### src/rtl/rng_pkg.sv
// Shared types and widths for the RNG consumer-side read buffer.
package rng_pkg;
   localparam int RNG_DATA_W = 64;
   localparam int RNG_DROP_W = 16;

   typedef enum logic [1:0] {
      WARMUP = 2'd0,
      RUN    = 2'd1,
      FAIL   = 2'd2
   } rng_rd_state_e;
endpackage

### src/rtl/rng_rd_fifo.sv
// Small FIFO with separate occupancy counter; head is registered storage, reads 0 when empty.
// Caller guarantees no push when full without a same-cycle pop; flush has priority over push/pop.
module rng_rd_fifo #(
   parameter int DEPTH = 4,
   parameter int W     = 64
) (
   input  logic                     clk,
   input  logic                     rst_n,
   input  logic                     push_i,
   input  logic                     pop_i,
   input  logic                     flush_i,
   input  logic [W-1:0]             wdata_i,
   output logic [W-1:0]             rdata_o,
   output logic                     full_o,
   output logic                     empty_o,
   output logic [$clog2(DEPTH):0]   fill_o
);
   localparam int PTR_W  = $clog2(DEPTH);
   localparam int FILL_W = PTR_W + 1;

   logic [W-1:0]      mem_q [DEPTH];
   logic [W-1:0]      mem_d [DEPTH];
   logic [PTR_W-1:0]  wr_ptr_q, wr_ptr_d;
   logic [PTR_W-1:0]  rd_ptr_q, rd_ptr_d;
   logic [FILL_W-1:0] fill_q, fill_d;

   always_comb begin
      mem_d    = mem_q;
      wr_ptr_d = wr_ptr_q;
      rd_ptr_d = rd_ptr_q;
      fill_d   = fill_q;
      if (flush_i) begin
         wr_ptr_d = '0;
         rd_ptr_d = '0;
         fill_d   = '0;
      end else begin
         if (push_i) begin
            mem_d[wr_ptr_q] = wdata_i;
            wr_ptr_d        = wr_ptr_q + PTR_W'(1);
         end
         if (pop_i) begin
            rd_ptr_d = rd_ptr_q + PTR_W'(1);
         end
         case ({push_i, pop_i})
            2'b10:   fill_d = fill_q + FILL_W'(1);
            2'b01:   fill_d = fill_q - FILL_W'(1);
            default: fill_d = fill_q;
         endcase
      end
   end

   // Storage is intentionally unreset; only pointers and occupancy carry state.
   always_ff @(posedge clk) begin
      mem_q <= mem_d;
   end

   always_ff @(posedge clk or negedge rst_n) begin
      if (!rst_n) begin
         wr_ptr_q <= '0;
         rd_ptr_q <= '0;
         fill_q   <= '0;
      end else begin
         wr_ptr_q <= wr_ptr_d;
         rd_ptr_q <= rd_ptr_d;
         fill_q   <= fill_d;
      end
   end

   assign empty_o = (fill_q == '0);
   assign full_o  = (fill_q == FILL_W'(DEPTH));
   assign fill_o  = fill_q;
   assign rdata_o = empty_o ? '0 : mem_q[rd_ptr_q];
endmodule

### src/rtl/rng_rd_buf.sv
// RNG sample buffer: discards WARMUP beats, queues samples, drains over valid/ready; data visible one edge after acceptance.
// No backpressure to the generator (overflow counted as drops); define RNG_HEALTH_EN for the repetition-count health test.
module rng_rd_buf
   import rng_pkg::*;
#(
   parameter int DEPTH     = 4,
   parameter int WARMUP    = 8,
   parameter int REP_LIMIT = 3
) (
   input  logic                     clk,
   input  logic                     rst_n,
   input  logic [RNG_DATA_W-1:0]    rand_num_i,
   input  logic                     rand_num_valid_i,
   input  logic                     flush_i,
   output logic [RNG_DATA_W-1:0]    rnd_data_o,
   output logic                     rnd_valid_o,
   input  logic                     rnd_ready_i,
   output logic [$clog2(DEPTH):0]   fill_o,
   output logic [RNG_DROP_W-1:0]    drop_cnt_o,
   output logic                     health_err_o
);
   localparam int WARM_W = $clog2(WARMUP + 1);

   rng_rd_state_e          state_q, state_d;
   logic [WARM_W-1:0]      warm_cnt_q, warm_cnt_d;
   logic [RNG_DROP_W-1:0]  drop_cnt_q, drop_cnt_d;
   logic                   push, pop, full, empty, trip;

   assign rnd_valid_o = (state_q == rng_pkg::RUN) && !empty;
   assign pop         = rnd_valid_o && rnd_ready_i && !flush_i;

`ifdef RNG_HEALTH_EN
   localparam int REP_W = $clog2(REP_LIMIT + 1);

   logic [RNG_DATA_W-1:0]  last_q, last_d;
   logic [REP_W-1:0]       rep_cnt_q, rep_cnt_d;
   logic                   health_err_q, health_err_d;

   // Repetition run tracks every sample seen outside FAIL, but only trips in RUN.
   always_comb begin
      last_d       = last_q;
      rep_cnt_d    = rep_cnt_q;
      health_err_d = health_err_q;
      trip         = 1'b0;
      if (flush_i) begin
         last_d       = '0;
         rep_cnt_d    = '0;
         health_err_d = 1'b0;
      end else if (rand_num_valid_i && state_q != rng_pkg::FAIL) begin
         last_d = rand_num_i;
         if (rep_cnt_q != '0 && rand_num_i == last_q) begin
            rep_cnt_d = (rep_cnt_q == REP_W'(REP_LIMIT)) ? rep_cnt_q : rep_cnt_q + REP_W'(1);
         end else begin
            rep_cnt_d = REP_W'(1);
         end
         if (state_q == rng_pkg::RUN && rep_cnt_d == REP_W'(REP_LIMIT)) begin
            trip         = 1'b1;
            health_err_d = 1'b1;
         end
      end
   end

   always_ff @(posedge clk or negedge rst_n) begin
      if (!rst_n) begin
         last_q       <= '0;
         rep_cnt_q    <= '0;
         health_err_q <= 1'b0;
      end else begin
         last_q       <= last_d;
         rep_cnt_q    <= rep_cnt_d;
         health_err_q <= health_err_d;
      end
   end

   assign health_err_o = health_err_q;
`else
   assign trip         = 1'b0;
   assign health_err_o = 1'b0;
`endif

   always_comb begin
      state_d    = state_q;
      warm_cnt_d = warm_cnt_q;
      drop_cnt_d = drop_cnt_q;
      push       = 1'b0;
      if (flush_i) begin
         state_d    = rng_pkg::WARMUP;
         warm_cnt_d = '0;
         drop_cnt_d = '0;
      end else if (rand_num_valid_i) begin
         case (state_q)
            rng_pkg::WARMUP: begin
               warm_cnt_d = warm_cnt_q + WARM_W'(1);
               if (warm_cnt_q == WARM_W'(WARMUP - 1)) begin
                  state_d = rng_pkg::RUN;
               end
            end
            rng_pkg::RUN: begin
               if (trip) begin
                  state_d = rng_pkg::FAIL;
               end else if (!full || pop) begin
                  push = 1'b1;
               end else if (drop_cnt_q != '1) begin
                  drop_cnt_d = drop_cnt_q + RNG_DROP_W'(1);
               end
            end
            default: ;
         endcase
      end
   end

   always_ff @(posedge clk or negedge rst_n) begin
      if (!rst_n) begin
         state_q    <= rng_pkg::WARMUP;
         warm_cnt_q <= '0;
         drop_cnt_q <= '0;
      end else begin
         state_q    <= state_d;
         warm_cnt_q <= warm_cnt_d;
         drop_cnt_q <= drop_cnt_d;
      end
   end

   assign drop_cnt_o = drop_cnt_q;

   rng_rd_fifo #(
      .DEPTH (DEPTH),
      .W     (RNG_DATA_W)
   ) u_fifo (
      .clk     (clk),
      .rst_n   (rst_n),
      .push_i  (push),
      .pop_i   (pop),
      .flush_i (flush_i),
      .wdata_i (rand_num_i),
      .rdata_o (rnd_data_o),
      .full_o  (full),
      .empty_o (empty),
      .fill_o  (fill_o)
   );
endmodule

### config.mk
export PLATFORM = sky130hd
export DESIGN_NAME = rng_rd_buf
export DESIGN_NICKNAME = d
export VERILOG_FILES = /design/src/rtl/rng_pkg.sv /design/src/rtl/rng_rd_fifo.sv /design/src/rtl/rng_rd_buf.sv
export SDC_FILE = /design/constraint.sdc
export NUM_CORES = 1
export LEC_CHECK = 0
export BUFFER_PORTS_ARGS = -buffer_cell sky130_fd_sc_hd__buf_2
export CORE_MARGIN = 2
export CORE_UTILIZATION = 45
export DETAILED_ROUTE_END_ITERATION = 12
export MAX_ROUTING_LAYER = met4
export PLACE_DENSITY = 0.79
export SETUP_SLACK_MARGIN = 0.05
export SLEW_MARGIN = 15
export SYNTH_ARGS = -nofsm -noshare
export SYNTH_HDL_FRONTEND = slang
export SYNTH_SLANG_ARGS = --single-unit
### constraint.sdc
create_clock -name clk -period 3 [get_ports clk]
set_input_delay 0 -clock clk [delete_from_list [all_inputs] [get_ports clk]]
set_output_delay 0 -clock clk [all_outputs]
set_load 0.02 [all_outputs]
=== Word-level counts from Yosys, hierarchy flattened ===
Cells that the tools add are included.

* Add/sub/neg operators: 6
* Multipliers: 0
* Div/mod/pow operators: 0
* $lt $le $gt $ge: 3
* Eq/ne operators: 7
* Shift-type cells: 0
* Mux-type cells: 29
* Bitwise gates (word level): 3
* Reductions and logical operators: 22

{| class="wikitable"
|+ Operator list
! kind !! number
|-
| $bwmux 256 || 1
|-
| $mux 64 || 4
|-
| $bmux 64 s2 || 1
|-
| $demux 64 s2 || 1
|-
| $mux 16 || 5
|-
| $add 16x1->16 const B || 1
|-
| $mux 2 || 8
|-
| $ne 16x16->1 const B || 1
|-
| $reduce_bool 2->1 || 7
|-
| $mux 4 || 3
|-
| $ge 3x3->1 const B || 2
|-
| $not 2->3 || 2
|-
| $pmux 3 s2 || 1
|-
| $add 2x1->2 const B || 2
|-
| $add 4x1->4 const B || 1
|-
| $eq 2x1->1 const B || 2
|-
| $eq 4x3->1 const B || 1
|-
| $logic_and 1x1->1 || 4
|-
| $mux 1 || 4
|-
| $reduce_and 2->1 || 2
|-
| $reduce_and 4->1 || 1
|-
| $add 3x1->3 const B || 1
|-
| $eq 3x3->1 const B || 1
|-
| $logic_not 1->1 || 3
|-
| other kinds (11) || 11
|}

* Register bits: 285
* Bits in latches: 0
* Bits in writable memories: 0
* Memory bits (read-only): 0
* Input port bits: 69
* Output and inout port bits: 85
* Word-level logic and storage cells: 80
* Memories: 0

=== Logic depth before layout (Yosys ltp) ===
* Word-level depth: 13
* Depth in mapped cells: 9
* Gate-level depth less buffers: 9

=== Cells and area by module ===
Synthesis repeated with hierarchy kept, for this count alone.

* Cell total of the unflattened synthesis: 584
* Area, all modules: 11,372.2 µm²

{| class="wikitable"
|+ Modules (own cells, without submodules)
! module !! instances !! cells each !! area each (µm²) !! seq. area each (µm²)
|-
| rng_rd_fifo || 1 || 448 || 10,097.2 || 7,862.5
|-
| rng_rd_buf || 1 || 136 || 1,275.0 || 525.5
|}

=== Worst setup path after synthesis ===
Ideal clock, no wire load.

* Kind: reg-to-reg
* Start point: reg u_fifo.fill_q[0], in the netlist u_fifo.fill_o[0]
* End point: reg u_fifo.mem_q[0] in the netlist's numbering, enable pin
* Setup time: 429 ps
* Arrival: 2,754 ps
* Data required time: 2,571 ps
* Path slack: -183 ps
* Stages on the path, launching flop included: 5
* Buffers on the path: 0
* Clock period less this slack: 3,183 ps
* Cell sequence: dfrtp_1 -> nor2_1 -> a31oi_1 -> nor2b_1 -> and2_1

* Word-level cells in the longest chain between the ends: 11
* Elaborated cells between the ends (all ways): 13
* Classes of those cells: 1 x eq/ne; 4 x mux; 8 x reduce/logical

{| class="wikitable"
|+ RTL lines
! element !! line !! RTL
|-
| from (decl) || rng_rd_fifo.sv:25 || <nowiki>logic [FILL_W-1:0] fill_q, fill_d;</nowiki>
|-
| from (signal assigned) || rng_rd_fifo.sv:65 || <nowiki>fill_q <= fill_d;</nowiki>
|-
| $logic_not 3->1 || rng_rd_fifo.sv:69 || <nowiki>assign empty_o = (fill_q == '0);</nowiki>
|-
| $logic_not 1->1 || rng_rd_buf.sv:29 || <nowiki>assign rnd_valid_o = (state_q == rng_pkg::RUN) && !empty;</nowiki>
|-
| $logic_and 1x1->1 || rng_rd_buf.sv:29 ||
|-
| $logic_and 1x1->1 (2 in a row) || rng_rd_buf.sv:30 || <nowiki>assign pop = rnd_valid_o && rnd_ready_i && !flush_i;</nowiki>
|-
| $logic_or 1x1->1 (*) || rng_rd_buf.sv:101 || <nowiki>end else if (!full || pop) begin</nowiki>
|-
| $mux 1 (*) || rng_rd_buf.sv:101 ||
|-
| $mux 1 (*) || rng_rd_buf.sv:91 || <nowiki>case (state_q)</nowiki>
|-
| $mux 1 (*) || rng_rd_buf.sv:90 || <nowiki>end else if (rand_num_valid_i) begin</nowiki>
|-
| $mux 1 (*) || rng_rd_buf.sv:86 || <nowiki>if (flush_i) begin</nowiki>
|-
| $reduce_and 2->1 (no line) (*) || n/a ||
|-
| to (signal assigned) || rng_rd_fifo.sv:54 || <nowiki>mem_q <= mem_d;</nowiki>
|-
| to (decl) || rng_rd_fifo.sv:21 || <nowiki>logic [W-1:0] mem_q [DEPTH];</nowiki>
|}

Every way passes the cells marked *; elsewhere a longest branch is shown, timed or not.
A chain may end at the register's enable or synchronous reset.

=== Worst setup path in the final report ===
* Start point: reg u_fifo.fill_q[2], in the netlist u_fifo.fill_o[2]
* End point: reg u_fifo.fill_q[2], in the netlist u_fifo.fill_o[2]

* Word-level cells in the longest chain between the ends: 13
* Elaborated cells between the ends (all ways): 19
* Classes of those cells: 2 x add/sub; 3 x eq/ne; 6 x mux; 8 x reduce/logical

{| class="wikitable"
|+ RTL lines
! element !! line !! RTL
|-
| $logic_not 3->1 || rng_rd_fifo.sv:69 ||
|-
| $logic_not 1->1 || rng_rd_buf.sv:29 ||
|-
| $logic_and 1x1->1 || rng_rd_buf.sv:29 ||
|-
| $logic_and 1x1->1 (2 in a row) || rng_rd_buf.sv:30 ||
|-
| $logic_or 1x1->1 || rng_rd_buf.sv:101 ||
|-
| $mux 1 || rng_rd_buf.sv:101 ||
|-
| $mux 1 || rng_rd_buf.sv:91 ||
|-
| $mux 1 || rng_rd_buf.sv:90 ||
|-
| $mux 1 || rng_rd_buf.sv:86 ||
|-
| $eq 2x1->1 / $eq 2x2->1 (equally long branches) || rng_rd_fifo.sv:44 || <nowiki>case ({push_i, pop_i})</nowiki>
|-
| $pmux 3 s2 || rng_rd_fifo.sv:44 ||
|-
| $mux 3 || rng_rd_fifo.sv:32 || <nowiki>if (flush_i) begin</nowiki>
|}

Several ways; a longest one is shown, not always the timed one.

==> implementation parameters <==
Parameter                              Value

Status
  Run status ... complete, no violations

Clock tree
  Post-CTS Hold Fix Bufs ... 70
  Level count of the clock H-tree ... 1
  Number of CTS-inserted buffers ... 29
  CTS Root Buffer Type ... clkbuf_16
  Number of gates resized after CTS ... 0
  Maximum number of buffers from clock root to sink ... 3
  CTS tree ... done
  Clock-pin slew reported for the worst setup and hold paths after clock tree synthesis ... 60 ps
  Total clock sinks ... 284
  Post-CTS setup buffers ... 0
  Clk Latency, worst-skew pair ... 530 ps

Timing
  Max Clock Skew ... roughly 15 ps
  RSZ-0062 raised after global routing ... false
  Crit path time final ... 2420 ps
  Count of final setup violators ... 0
  Max Slew Vio Count ... 0
  Setup TNS Final ... 0 ps
  Final Hold Fails ... 0
  Tcrit/Tclk final ... 80.7%
  Worst-margin pin slew ... 662 ps
  Maximum operating frequency ... 413 MHz
  Max-slew headroom at the worst pin ... 55.9%

Yosys
  Cell types occupying the most area after synthesis ... edfxtp_1 (68%), mux4_2 (13%), dfrtp_1 (6.2%)
  Most common cell in the netlist ... edfxtp_1
  Largest area contributor in the netlist ... edfxtp_1
  Synth top cells by count ... edfxtp_1 (256), and2_1 (69), mux4_2 (64), nor2_1 (29), dfrtp_1 (28)
  Synth warn ... 0
  Count of different cell masters after synthesis ... 46
  Number of nets in the synthesized netlist ... 658
  Seq/Total Area, Yosys ... about three quarters
  Area share of the largest cell type after synthesis ... 67.6%
  EDFF count, synth ... 256
  Yosys reg bits ... approximately 280
  Top_reg_cell synth ... edfxtp_1
  Fraction of registers with async set/reset ... 9.86%
  Cells after Synth ... 582
  Post-Syn Area per Cell ... 19.5 sq um
  Mapped cell area ... ~11,000 sq um

Global routing
  Global routing usage on met3 ... 2.70%
  Global-route wire length before repair ... about 34,000 um
  Total congestion overflow ... 0
  Total routing resource utilization after global routing ... 17.2%
  Peak-usage layer in the global routing report ... met2
  Number of antenna violations at the first check in global routing ... 2
  Met2 track utilization from global routing ... 29.0%
  Pin count of the biggest net entering global routing ... 67
  Met1 track demand over resource ... 22.3%
  Number of global-route vias before repair ... 6,273

Power and ir drop
  Combinational fraction of design power ... 2.2%
  Sequential share of power ... between 50 and 60%
  PD cells ... between 500 and 600 nW/um^2
  Internal portion of total power ... approximately 6.6 mW
  Switching component of the power ... roughly 1.5 mW
  Static leakage ... 5.11 nW
  Net Sw Frac ... around a fifth
  Worst-case vdd ir drop ... 0.000325 V
  Clock network fraction of design power ... 44.7%

Setup path
  Worst Path Max Fanout ... 7
  Endpoint type of the worst setup path ... flop
  Arrival time worst endpoint ... a little under 3000 ps
  Reg2reg start ... u_fifo.fill_o[2]
  WP data required ... 3460 ps
  Type of the worst setup path ... reg2reg
  Startpoint type of the worst setup path ... flop
  Launching instance or port of the critical path ... u_fifo.fill_o[2]

Die
  Die span in x ... 163 um
  Starting density of the core ... 45.5%
  Die area ... 26,500 sq um
  Core Box Area ... 25,000 sq um
  Y dimension of the die ... 163 um
  Std cell rows ... 58
  Count of pins on the block boundary ... approximately 150

Job
  Max_cap viols ... 0

Drt
  Via/cell ratio ... 5.13
  Routed wirelength normalized by instance count ... 18.8 um
  Iteration-0 DRC count of the detailed router ... 369
  Final ANT Viol Nets ... 0
  Via count of the routed design ... just over 6,000
  Final routed DRC violation total ... 0
  Detailed Routing Iterations Pass 1 ... 5
  Wire length after detailed routing ... roughly 22,000 um

Min path
  Class of the tightest hold or removal check ... in2async

Final layout
  Filler-free cell count of the finished design ... approximately 1,200
  Count of filler cells inserted in the layout ... 1,941
  Number of nets in the layout ... 898
  Synthesis-to-finish area growth ... 25.8%
  Ratio of cells with drive above 1 in the final layout ... around 35%

Placement
  Detailed Place HPWL ... 13,400 um
  DP Cell Count ... around 1,100
  Gpl congestion ... 0.819
  Port Buf Inserts ... around 150
==> registers in the layout (all words and copies together), names as in the netlist <==
signal	cells
drop_cnt_o	16
state_q	1
u_fifo.fill_o	3
u_fifo.mem_q	256
u_fifo.rd_ptr_q	2
u_fifo.wr_ptr_q	2
warm_cnt_q	4
==> critical path, stage by stage, from the launching register on <==
cell     delay (ps)
dfrtp_1         450
or3_2           520
and2_1          190
nand2_1         100
nor3_1           60
fa_1            430
o41ai_1         390
a22oi_1         110
nor2_1          100
==> area by class of cell <==
cell class                      count  area [sq um]  area share [%]
Sequential cell                   284          8400            58.7
Multi-Input combinational cell    261          2810            19.6
Timing Repair Buffer              240          1670            11.7
Clock buffer                       32           737            5.16
Tap cell                          330           413            2.89
Clock inverter                     20           240            1.68
Inverter                            6          22.5           0.158
Antenna cell                        2          5.00          0.0350
==> per-stage QoR <==
step | util [%] | hold slack (ps) | power, mW | area, sq um | worst slack (ps)
after floorplan | - | -296 | 4.42 | 11400 | 516
after global placement | 50.5 | 61.2 | 4.51 | 12600 | 673
after detailed placement | 50.5 | 68.7 | 4.51 | 12600 | 607
after CTS | 57.2 | 36.3 | 8.22 | 14300 | 560
after global routing | 57.2 | 80.6 | 8.40 | 14300 | 447
final | 57.2 | 36.8 | 8.14 | 14300 | 578
==> logic make-up (layout without fill, tap and decap cells) <==
group	after synthesis	count (layout)	share of synthesized area, %
xor gates and xnor gates	21	21	1.62
AOI/OAI and AO/OA	27	27	2.25
muxes	66	66	12.9
DFF	284	284	73.8
adders and majority gates	7	7	0.837
other	1	3	0.0330
buffers and inverters	37	298	1.60
and+or+nand+nor	139	139	7.00
==> power by group through the flow <==
stage,clock network (mW),registers (mW),logic [mW]
finish,3.64,4.32,0.183
global route,3.88,4.31,0.202
CTS,3.72,4.31,0.184
detailed placement,0,4.40,0.114
global placement,0,4.40,0.108
floorplan,0,4.40,0.0211
==> cell usage in the layout, fill, tap and decap left out, drive strengths merged, types with 4 or more instances in the layout <==
cell / synthesis / routed
nand3: 10 / 10
ha: 6 / 6
nand4: 4 / 4
xnor2: 15 / 15
edfxtp: 256 / 256
mux4: 64 / 64
a2111oi: 6 / 6
a211oi: 4 / 4
clkbuf: 14 / 32
inv: 6 / 6
nor2: 29 / 29
dfrtp: 28 / 28
dlygate4sd3: 0 / 70
a21oi: 5 / 5
clkinv: 0 / 13
bufinv: 0 / 5
buf: 17 / 170
and3: 4 / 4
and2: 70 / 70
nand2: 9 / 9
xor2: 6 / 6
==> worst paths after layout <==
kind	endpoint	slack, ps	depth (start not counted)
setup / recovery	u_fifo.fill_o[2]	580	8
hold / removal	u_fifo.fill_o[1]	40	2
setup reg to reg	u_fifo.fill_o[2]	580	8
hold reg to reg	drop_cnt_o[4]	570	2
max in group asynchronous	u_fifo.rd_ptr_q[0]	2470	2
min in group clk	u_fifo.mem_q[160]	220	2
==> layer usage <==
metal / share of wire (%) / vias up
met1: 43 / 3060
met4: 1.8 / 0
met2: 50 / 155
li1: - / 2781
met5: 0 / -
met3: 5.2 / 35
Power figures use the tool's default switching activity.
